`src/rtl/cpu_pkg.sv`:
```
// ============================================================================
// cpu_pkg : opcodes, instruction field layout and sequencer state encoding
// Rev 1.0
// ============================================================================
`default_nettype none

package cpu_pkg;

    localparam logic [2:0] OP_ADD = 3'b000;
    localparam logic [2:0] OP_SUB = 3'b001;
    localparam logic [2:0] OP_AND = 3'b010;
    localparam logic [2:0] OP_OR  = 3'b011;
    localparam logic [2:0] OP_XOR = 3'b100;
    localparam logic [2:0] OP_NOT = 3'b101;
    localparam logic [2:0] OP_DIV = 3'b110;
    localparam logic [2:0] OP_CMP = 3'b111;

    localparam int INSTR_W   = 8;
    localparam int OPC_LSB   = 5;
    localparam int OPC_W     = 3;
    localparam int RD_LSB    = 3;
    localparam int RS_LSB    = 1;
    localparam int REG_SEL_W = 2;
    localparam int LAST_BIT  = 0;

    localparam logic [2:0] ST_IDLE   = 3'd0;
    localparam logic [2:0] ST_FETCH  = 3'd1;
    localparam logic [2:0] ST_DECODE = 3'd2;
    localparam logic [2:0] ST_EXEC   = 3'd3;
    localparam logic [2:0] ST_WB     = 3'd4;
    localparam logic [2:0] ST_HALT   = 3'd5;

    typedef enum logic [2:0] {
        S_IDLE   = ST_IDLE,
        S_FETCH  = ST_FETCH,
        S_DECODE = ST_DECODE,
        S_EXEC   = ST_EXEC,
        S_WB     = ST_WB,
        S_HALT   = ST_HALT
    } state_t;

endpackage

`default_nettype wire

```
`src/rtl/instr_decode_reg.sv`:
```
// ============================================================================
// instr_decode_reg : instruction register with opcode/rd/rs/last field split
// Rev 1.0
// ============================================================================
`default_nettype none

module instr_decode_reg
    import cpu_pkg::*;
(
    input  logic                 clk,
    input  logic                 rst_n,
    input  logic                 load,
    input  logic [INSTR_W-1:0]   instr_in,
    output logic [OPC_W-1:0]     opcode,
    output logic [REG_SEL_W-1:0] rd_sel,
    output logic [REG_SEL_W-1:0] rs_sel,
    output logic                 last
);

    logic [INSTR_W-1:0] ir;

    always_ff @(posedge clk) begin
        if (!rst_n) begin
            ir <= '0;
        end else if (load) begin
            ir <= instr_in;
        end
    end

    assign opcode = ir[OPC_LSB +: OPC_W];
    assign rd_sel = ir[RD_LSB +: REG_SEL_W];
    assign rs_sel = ir[RS_LSB +: REG_SEL_W];
    assign last   = ir[LAST_BIT];

endmodule

`default_nettype wire

```
`src/rtl/instr_sequencer.sv`:
```
// ============================================================================
// instr_sequencer : fetch/decode/issue/write-back sequencer for the 8-bit CPU
// Rev 1.0
// ============================================================================
`default_nettype none

module instr_sequencer
    import cpu_pkg::*;
#(
    parameter int ADDR_W  = 4,
    parameter int TIMEOUT = 16
) (
    input  logic                 clk,
    input  logic                 rst_n,
    input  logic                 start,
    output logic [ADDR_W-1:0]    pmem_addr,
    input  logic [INSTR_W-1:0]   pmem_rdata,
    output logic [OPC_W-1:0]     opcode,
    output logic [REG_SEL_W-1:0] rd_sel,
    output logic [REG_SEL_W-1:0] rs_sel,
    output logic                 alu_valid,
    input  logic                 alu_done,
    output logic                 reg_we,
    output logic                 busy,
    output logic                 halted,
    output logic                 err,
    output logic [ADDR_W-1:0]    pc
);

    localparam int CNT_W = $clog2(TIMEOUT + 1);
    localparam logic [CNT_W-1:0] WAIT_LAST = CNT_W'(TIMEOUT - 1);

    state_t            state, state_nx;
    logic [ADDR_W-1:0] pc_nx;
    logic              err_nx;
    logic [CNT_W-1:0]  wait_cnt, wait_nx;
    logic              ir_load;
    logic              ir_last;

    instr_decode_reg u_decode (
        .clk      (clk),
        .rst_n    (rst_n),
        .load     (ir_load),
        .instr_in (pmem_rdata),
        .opcode   (opcode),
        .rd_sel   (rd_sel),
        .rs_sel   (rs_sel),
        .last     (ir_last)
    );

    always_ff @(posedge clk) begin
        if (!rst_n) begin
            state    <= S_IDLE;
            pc       <= '0;
            err      <= 1'b0;
            wait_cnt <= '0;
        end else begin
            state    <= state_nx;
            pc       <= pc_nx;
            err      <= err_nx;
            wait_cnt <= wait_nx;
        end
    end

    always_comb begin
        state_nx  = state;
        pc_nx     = pc;
        err_nx    = err;
        wait_nx   = wait_cnt;
        alu_valid = 1'b0;
        reg_we    = 1'b0;
        ir_load   = 1'b0;
        case (state)
            S_IDLE, S_HALT: begin
                if (start) begin
                    state_nx = S_FETCH;
                    pc_nx    = '0;
                    err_nx   = 1'b0;
                end
            end
            S_FETCH: begin
                state_nx = S_DECODE;
            end
            S_DECODE: begin
                ir_load  = 1'b1;
                wait_nx  = '0;
                state_nx = S_EXEC;
            end
            S_EXEC: begin
                // Counter is zero only in the first EXEC cycle, so it doubles as the issue marker
                alu_valid = (wait_cnt == '0);
                if (alu_done) begin
                    state_nx = S_WB;
                end else if (wait_cnt == WAIT_LAST) begin
                    state_nx = S_HALT;
                    err_nx   = 1'b1;
                end else begin
                    wait_nx = wait_cnt + 1'b1;
                end
            end
            S_WB: begin
                reg_we = 1'b1;
                if (ir_last) begin
                    state_nx = S_HALT;
                end else if (pc == {ADDR_W{1'b1}}) begin
                    state_nx = S_HALT;
                    err_nx   = 1'b1;
                end else begin
                    pc_nx    = pc + 1'b1;
                    state_nx = S_FETCH;
                end
            end
            default: begin
                state_nx = S_IDLE;
            end
        endcase
    end

    assign pmem_addr = pc;
    assign busy      = (state != S_IDLE) && (state != S_HALT);
    assign halted    = (state == S_HALT);

endmodule

`default_nettype wire

```
`config.mk`:
```
export PLATFORM = sky130hd
export DESIGN_NAME = instr_sequencer
export DESIGN_NICKNAME = d
export VERILOG_FILES = /design/src/rtl/cpu_pkg.sv /design/src/rtl/instr_decode_reg.sv /design/src/rtl/instr_sequencer.sv
export SDC_FILE = /design/constraint.sdc
export NUM_CORES = 1
export LEC_CHECK = 0
export CAP_MARGIN = 20
export CORE_MARGIN = 2
export CORE_UTILIZATION = 46
export CTS_CLUSTER_DIAMETER = 100
export CTS_CLUSTER_SIZE = 30
export DETAILED_ROUTE_END_ITERATION = 6
export PLACE_DENSITY = 0.78
export SLEW_MARGIN = 20
export SYNTH_ARGS = -nofsm -noshare
export SYNTH_HDL_FRONTEND = slang
export SYNTH_HIERARCHICAL = 1
export SYNTH_SLANG_ARGS = --single-unit
```
`constraint.sdc`:
```
create_clock -name clk -period 2.5 [get_ports clk]
set_input_delay 0.5 -clock clk [delete_from_list [all_inputs] [get_ports clk]]
set_output_delay 0.5 -clock clk [all_outputs]
set_load 0.05 [all_outputs]
```
==> results.txt, run 1 <==
----------------------------------------------------
[Status]
  Result of the run ... finished clean

[Timing]
  Minimum period implied by the final worst setup slack ... 2.10 ns
  Clock Skews ... 0.00130 ns
  Summed negative setup slack over all endpoints ... 0 ns
  Transition time of the tightest slew-check pin ... 0.639 ns
  Highest Clock Rate ... 475 MHz
  Final setup violating endpoints ... 0
  Slew Viols, Final ... 0
  Headroom to the max-slew limit ... 0.573
  Count of endpoints failing hold in the final timing report ... 0
  RSZ-0062 raised after global routing ... false
  Final Cycle Share ... 0.842

[Critical path]
  Worst reg2reg path depth ... 6
  Startpoint of the most critical setup path ... pc[3]
  Slowest cell delay on critical path ... 0.86 ns
  Critical register-to-register path startpoint ... wait_cnt[0]
  Max FO, Critical Path ... 6
  Count of buffering cells on the critical path with inverters included ... 1
  Worst EP required ... 2.00 ns
  Critical path's top delay family ... buffers and inverters
  Critical path, cell by cell ... clkdlybuf4s50_1
  Slowest-stage cell, CP ... clkdlybuf4s50_1
  Worst endpoint data arrival time ... 1.60 ns
  Startpoint Class ... flip-flop
  Startpoint-to-endpoint class of the critical path ... flip-flop to primary output
  Critical path depth ... 1
  Worst Setup End Kind ... primary output

[Global routing]
  First-pass GRT wire length ... ~3800 um
  Vias in the first global route ... approximately 890
  Remaining global-route overflow ... 0
  Total track usage ... 0.182
  Maximum number of pins on one net before global-route repair ... 19
  Number of antenna violations at the first check in global routing ... 0

[Power and ir drop]
  Leakage component of the power ... 0.500 nW
  P_int ... about 470 uW
  Largest voltage drop on the vdd net ... ~0.35 mV
  Switching part of the total ... 0.302
  Logic pwr share ... 0.216
  Clock group share of total power ... 0.236
  Switching power total ... 203 uW
  Part of the power in registers ... 0.547
  Power density over the cells ... 469 mW/mm^2

[Floorplanning]
  Horizontal die dimension ... 53.5 um
  Overall die height ... 53.5 um
  Site row count ... 17
  Floorplan die area ... between 0.002 and 0.003 sq mm
  Top Ports ... 32
  Effective utilization at floorplan ... 0.496
  Core box area ... 0.00228 sq mm

[Synthesis]
  Number of cells produced by synthesis ... 121
  Synthesized flop and latch total ... 21
  Synthesized netlist net count ... about 140
  Top cells by area in the synthesized netlist ... dfxtp_1, mux2i_1, nor2b_1, ha_1, a21oi_1
  Number of distinct library cell variants in the gate-level netlist after synthesis ... 38
  Post-synth top flop ... dfxtp_1
  Avg Cell Area, Syn ... 9.33 sq um
  Share of async-settable or async-resettable flops after synthesis ... 0
  Post-synth top area share ... 0.373
  Proportion of synthesized chip area in sequential cells ... 0.373
  Synth warn ... 6
  Synth area leader ... dfxtp_1
  EDFF count, synth ... 0
  Synthesized area ... 0.00113 sq mm

[Route]
  Count of routing violations after the opening detailed-route iteration ... 20
  Average via count per standard cell ... 5.53
  Number of antenna-violating nets in the routed design ... 0
  Detailed-route wire length ... 2280 um
  Total number of vias ... 973
  Remaining DRCs ... 0
  Routed length per instance ... between 10 and 15 um
  Number of iterations in the first detailed-routing pass ... 4

[Clocking]
  Maximum clock insertion buffer count ... 2
  # hold bufs at CTS ... 0
  PostCTS Resize Cnt ... 0
  Number of H-tree levels ... 1
  Clock sinks ... 21
  Buffers inserted by post-CTS timing repair ... 0
  Clock slew seen by the registers of the worst setup and hold paths ... 0.11 ns
  CTS tree ... built
  Root Buffer Master ... clkbuf_4
  Inserted Clock Buffers ... 3
  Insertion delay of the later-clocked pin in the worst-skew pair ... ~0.29 ns

[Layout]
  Fraction of final layout cells sized beyond drive strength 1 ... 0.0878
  N_diodes ... 0
  Nets@finish ... 165
  Area delta synth->final ... 27.3%
  Core occupancy in the finished layout ... 0.631

[Hold path]
  Critical hold path startpoint ... wait_cnt[4]
  Worst min-delay path category ... flip-flop to flip-flop
  Cell depth of the worst min-delay path ... 2

[Flow run]
  Number of max-cap violations ... 0

[Placement]
  RePlAce Congestion ... 0.792
  I/O Buffers ... 31
  Post-detail-place hpwl ... around 1700 um

----------------------------------------------------
-- metrics by stage --
step	hold slack, ns	setup WS, ns	power, mW	cells	area (sq um)
floorplan	0.461	0.676	0.477	121	1130
global placement	0.481	0.591	0.520	172	1410
detailed placement	0.494	0.552	0.522	172	1410
CTS	0.509	0.377	0.680	176	1440
global route	0.549	0.283	0.715	176	1440
finish	0.511	0.395	0.673	176	1440
-- final cells by class --
class                      count  area, sq um
inverter                       6         22.5
fill                         191          840
clock inverter                 1         5.00
multi-input combinational     84          616
timing repair buffer          33          315
tap                           28         35.0
clock buffer                   3         22.5
sequential                    21          420
-- cell usage after synthesis (all sizes together) (2+ instances only) --
library cell	count
dfxtp	21
nor2b	10
mux2i	9
a21oi	8
buf	8
inv	6
o21ai	6
nand2b	5
nand3	5
ha	4
nand2	4
and3	3
nand4	3
nor2	3
clkbuf	2
nand4b	2
nor4b	2
o21a	2
o31ai	2
or4	2
-- registers in the layout, indices dropped and copies added (netlist names) --
name         count
wait_cnt         5
pc               4
state            3
err              1
u_decode/ir      8
-- kinds of logic after synthesis --
family                     synth area share
and+or+nand+nor                       0.264
AOI/OAI and AO/OA                     0.150
DFF                                   0.373
buffers and inverters                0.0820
muxes                                0.0798
adders and majority gates            0.0443
xor gates and xnor gates            0.00776
-- power by group through the flow --
stage                     combinational (mW)  clock, mW  sequential (mW)
after global placement                 0.144          0            0.376
after CTS                              0.147      0.165            0.369
after floorplan                       0.0908          0            0.386
after global routing                   0.157      0.185            0.372
after detailed placement               0.146          0            0.376
final                                  0.146      0.159            0.369
-- layer usage --
layer / up-vias / GRT usage / part of all wire
met5: - / 0 / 0
met4: 0 / 0.0684 / 0.011
met3: 4 / 0.0333 / 0.053
met2: 28 / 0.290 / 0.49
met1: 454 / 0.245 / 0.45
li1: 487 / - / -
-- cell usage in the layout, fill, tap and decap left out, types with 2 or more instances in the layout --
master            n
nand4_1           3
nand3_1           5
and3_1            3
mux2i_1           9
buf_4             6
o21a_1            2
dfxtp_1          21
o31ai_1           2
clkbuf_4          3
nand4b_1          2
ha_1              4
nand2_1           4
inv_1             6
or4_1             2
nor2b_1          10
nand2b_1          4
o21ai_0           6
clkdlybuf4s50_1  27
nor2_1            3
a21oi_1           8
-- path summary, 6_finish.rpt --
check | slack (ns) | endpoint
setup / recovery | 0.40 | pc[3]
setup reg to reg | 0.58 | wait_cnt[3]
hold reg to reg | 0.51 | wait_cnt[4]
hold / removal | 0.51 | wait_cnt[4]
Note: power is estimated with default switching activity, not from simulation.
==> run 2: changes to the inputs <==
Settings changed: CORE_UTILIZATION 46 to 42, PLACE_DENSITY 0.78 to 0.76.
Clock period 2.5 ns to 1.8 ns, I/O delays scaled along.
==> results.txt, run 2 (synthesis results as in run 1) <==
----------------------------------------------------
[Route]
  Number of iterations in the first detailed-routing pass ... 4 (unchanged)
  Average via count per standard cell ... 5.71 (+3.3%)
  Total number of vias ... 1074 (+10%)
  Count of routing violations after the opening detailed-route iteration ... 67 (+240%)
  Detailed-route wire length ... 2810 um (+23%)
  Routed length per instance ... 14.9 um (+16%)
  Number of antenna-violating nets in the routed design ... 0 (unchanged)
  Remaining DRCs ... 0 (unchanged)

[Layout]
  Fraction of final layout cells sized beyond drive strength 1 ... 0.316 (+0.229)
  Most common cell after layout, fill and taps aside ... buf_4
  Nets@finish ... 175 (+6.1%)
  Max FFs per register ... 8 (unchanged)
  Largest regs ... u_decode/ir x8, wait_cnt x5, pc x4
  Core occupancy in the finished layout ... 0.634 (+0.00281)
  N_diodes ... 0 (unchanged)
  Total area of multi-input combinational cells ... 679 sq um (+10%)
  Area delta synth->final ... 41.7%
  Sequential Area ... 427 sq um (+1.5%)
  Number of fill cells in the layout ... 204 (+6.8%)
  Most frequent cells in the layout ... buf_4, dfxtp_1, clkdlybuf4s50_1, nor2b_1, mux2i_1
  Register containing the most flip-flops in the final layout ... u_decode/ir

[Flow run]
  Number of max-cap violations ... 0 (unchanged)

[Power and ir drop]
  Clock group share of total power ... 0.225 (-0.011)
  Part of the power in registers ... 0.510 (-0.037)
  Logic pwr share ... 0.265 (+0.049)
  Switching power total ... 300 uW (+48%)
  Largest voltage drop on the vdd net ... 0.453 mV (+30%)
  Switching part of the total ... 0.303 (+0.00161)
  P_int ... 690 uW (+47%)
  Overall power of the completed layout ... 991 uW (+47%)
  Leakage component of the power ... 0.613 nW (+23%)
  Power density over the cells ... 620 mW/mm^2 (+32%)

[Critical path]
  Max FO, Critical Path ... 5 (-1)
  Worst Setup End Kind ... flip-flop
  Startpoint-to-endpoint class of the critical path ... flip-flop to flip-flop
  Worst EP required ... 1.99 ns (about the same)
  Slowest cell delay on critical path ... 0.36 ns (-0.50 ns)
  Slowest-stage cell, CP ... dfxtp_2
  Worst endpoint data arrival time ... 2.00 ns (+0.40 ns)
  Critical path, cell by cell ... ha_1 -> and3_1 -> ha_2 -> o21a_1 -> buf_4 -> o21ai_0 -> a21oi_1
  Startpoint Class ... flip-flop

[Floorplanning]
  Floorplan die area ... 0.00312 sq mm (+8.8%)
  Effective utilization at floorplan ... 0.447 (-0.0485)
  Site row count ... 18 (+1)
  Overall die height ... 55.8 um (+4.3%)
  Core box area ... 0.00252 sq mm (+11%)
  Top Ports ... 32 (unchanged)
  Horizontal die dimension ... 55.8 um (+4.3%)

[Timing]
  Clock Skews ... 0.0161 ns (+0.0148 ns)
  Summed negative setup slack over all endpoints ... -0.00443 ns (-0.00443 ns)
  Minimum period implied by the final worst setup slack ... about 1.8 ns
  Transition time of the tightest slew-check pin ... 0.360 ns (-0.278 ns)
  RSZ-0062 raised after global routing ... true
  Final Cycle Share ... 1.00
  Headroom to the max-slew limit ... 0.759 (+0.185)
  Final setup violating endpoints ... 2 (+2)
  Highest Clock Rate ... 555 MHz
  Slew Viols, Final ... 0 (unchanged)
  Count of endpoints failing hold in the final timing report ... 0 (unchanged)
  Post-route worst setup slack ... -0.00297 ns (-0.398 ns)

[Clocking]
  Inserted Clock Buffers ... 3 (unchanged)
  Root Buffer Master ... clkbuf_4
  Number of H-tree levels ... 1 (unchanged)
  Clock slew seen by the registers of the worst setup and hold paths ... 0.12 ns (about the same)
  # hold bufs at CTS ... 0 (unchanged)
  Clock sinks ... 21 (unchanged)
  CTS tree ... built
  Maximum clock insertion buffer count ... 2 (unchanged)
  Insertion delay of the later-clocked pin in the worst-skew pair ... 0.30 ns (about the same)

[Global routing]
  Remaining global-route overflow ... 0 (unchanged)
  Total track usage ... 0.185 (+0.00260)
  Vias in the first global route ... 1071 (+21%)
  Maximum number of pins on one net before global-route repair ... 14 (-5)
  Number of antenna violations at the first check in global routing ... 0 (unchanged)
  First-pass GRT wire length ... 4730 um (+23%)

[Placement]
  I/O Buffers ... 31 (unchanged)
  RePlAce Congestion ... 0.944 (+19%)
  Post-detail-place hpwl ... 1940 um (+13%)

[Status]
  Failing checks ... setup timing
  Result of the run ... finished, violations left

[Hold path]
  Worst min-delay path category ... flip-flop to flip-flop

----------------------------------------------------
run 2: power groups by stage:
stage	combinational, mW	sequential, mW	clock (mW)
after CTS	0.249	0.502	0.233
after global routing	0.279	0.509	0.254
final	0.262	0.505	0.223
after floorplan	0.128	0.536	0
after detailed placement	0.241	0.512	0
after global placement	0.237	0.511	0
run 2: path summary, 6_finish.rpt:
path / startpoint / to / slack, ns / cells after the start
min reg2reg: pc[1] / pc[1] / 0.52 / 2
max: wait_cnt[1] / wait_cnt[1] / -0.003 / 7
max reg2reg: wait_cnt[1] / wait_cnt[1] / -0.003 / 7
min: pc[1] / pc[1] / 0.52 / 2
run 2: critical path: cells and delay by family (launching register included):
family | cells | cell delay (ns)
compound gates | 3 | 0.58
fa+ha+maj | 2 | 0.38
flops | 1 | 0.36
simple gates | 1 | 0.19
buf+inv | 1 | 0.18
run 2: repair_timing:
action | in CTS | in global routing
endpoints found under the setup margin | 4 | 4
buffers inserted | 4 | 1
pin swaps | 6 | 3
gates resized for setup | 11 | 7
run 2: cell type report:
class	instances	area share
tap	30	0.0235
sequential	21	0.267
inverter	6	0.0156
multi-input combinational	84	0.425
timing repair buffer	43	0.253
clock buffer	4	0.0164
run 2: layer usage:
metal	up-vias	routed length, um	track usage
li1	506	-	-
met1	494	1150	0.217
met2	64	1370	0.335
met3	10	230	0.0326
met4	0	56	0.0646
met5	-	0	0
run 2: through the flow:
| step | cell area (sq um) | setup slack, ns | hold WS (ns) | cells |
|---|---|---|---|---|
| floorplan | 1130 | 0.0407 | 0.461 | 121 |
| global placement | 1470 | 0.0531 | 0.489 | 179 |
| detailed placement | 1470 | -0.0510 | 0.495 | 179 |
| CTS | 1550 | -0.0141 | 0.528 | 187 |
| global route | 1600 | -0.0686 | 0.557 | 188 |
| finish | 1600 | -0.00297 | 0.525 | 188 |
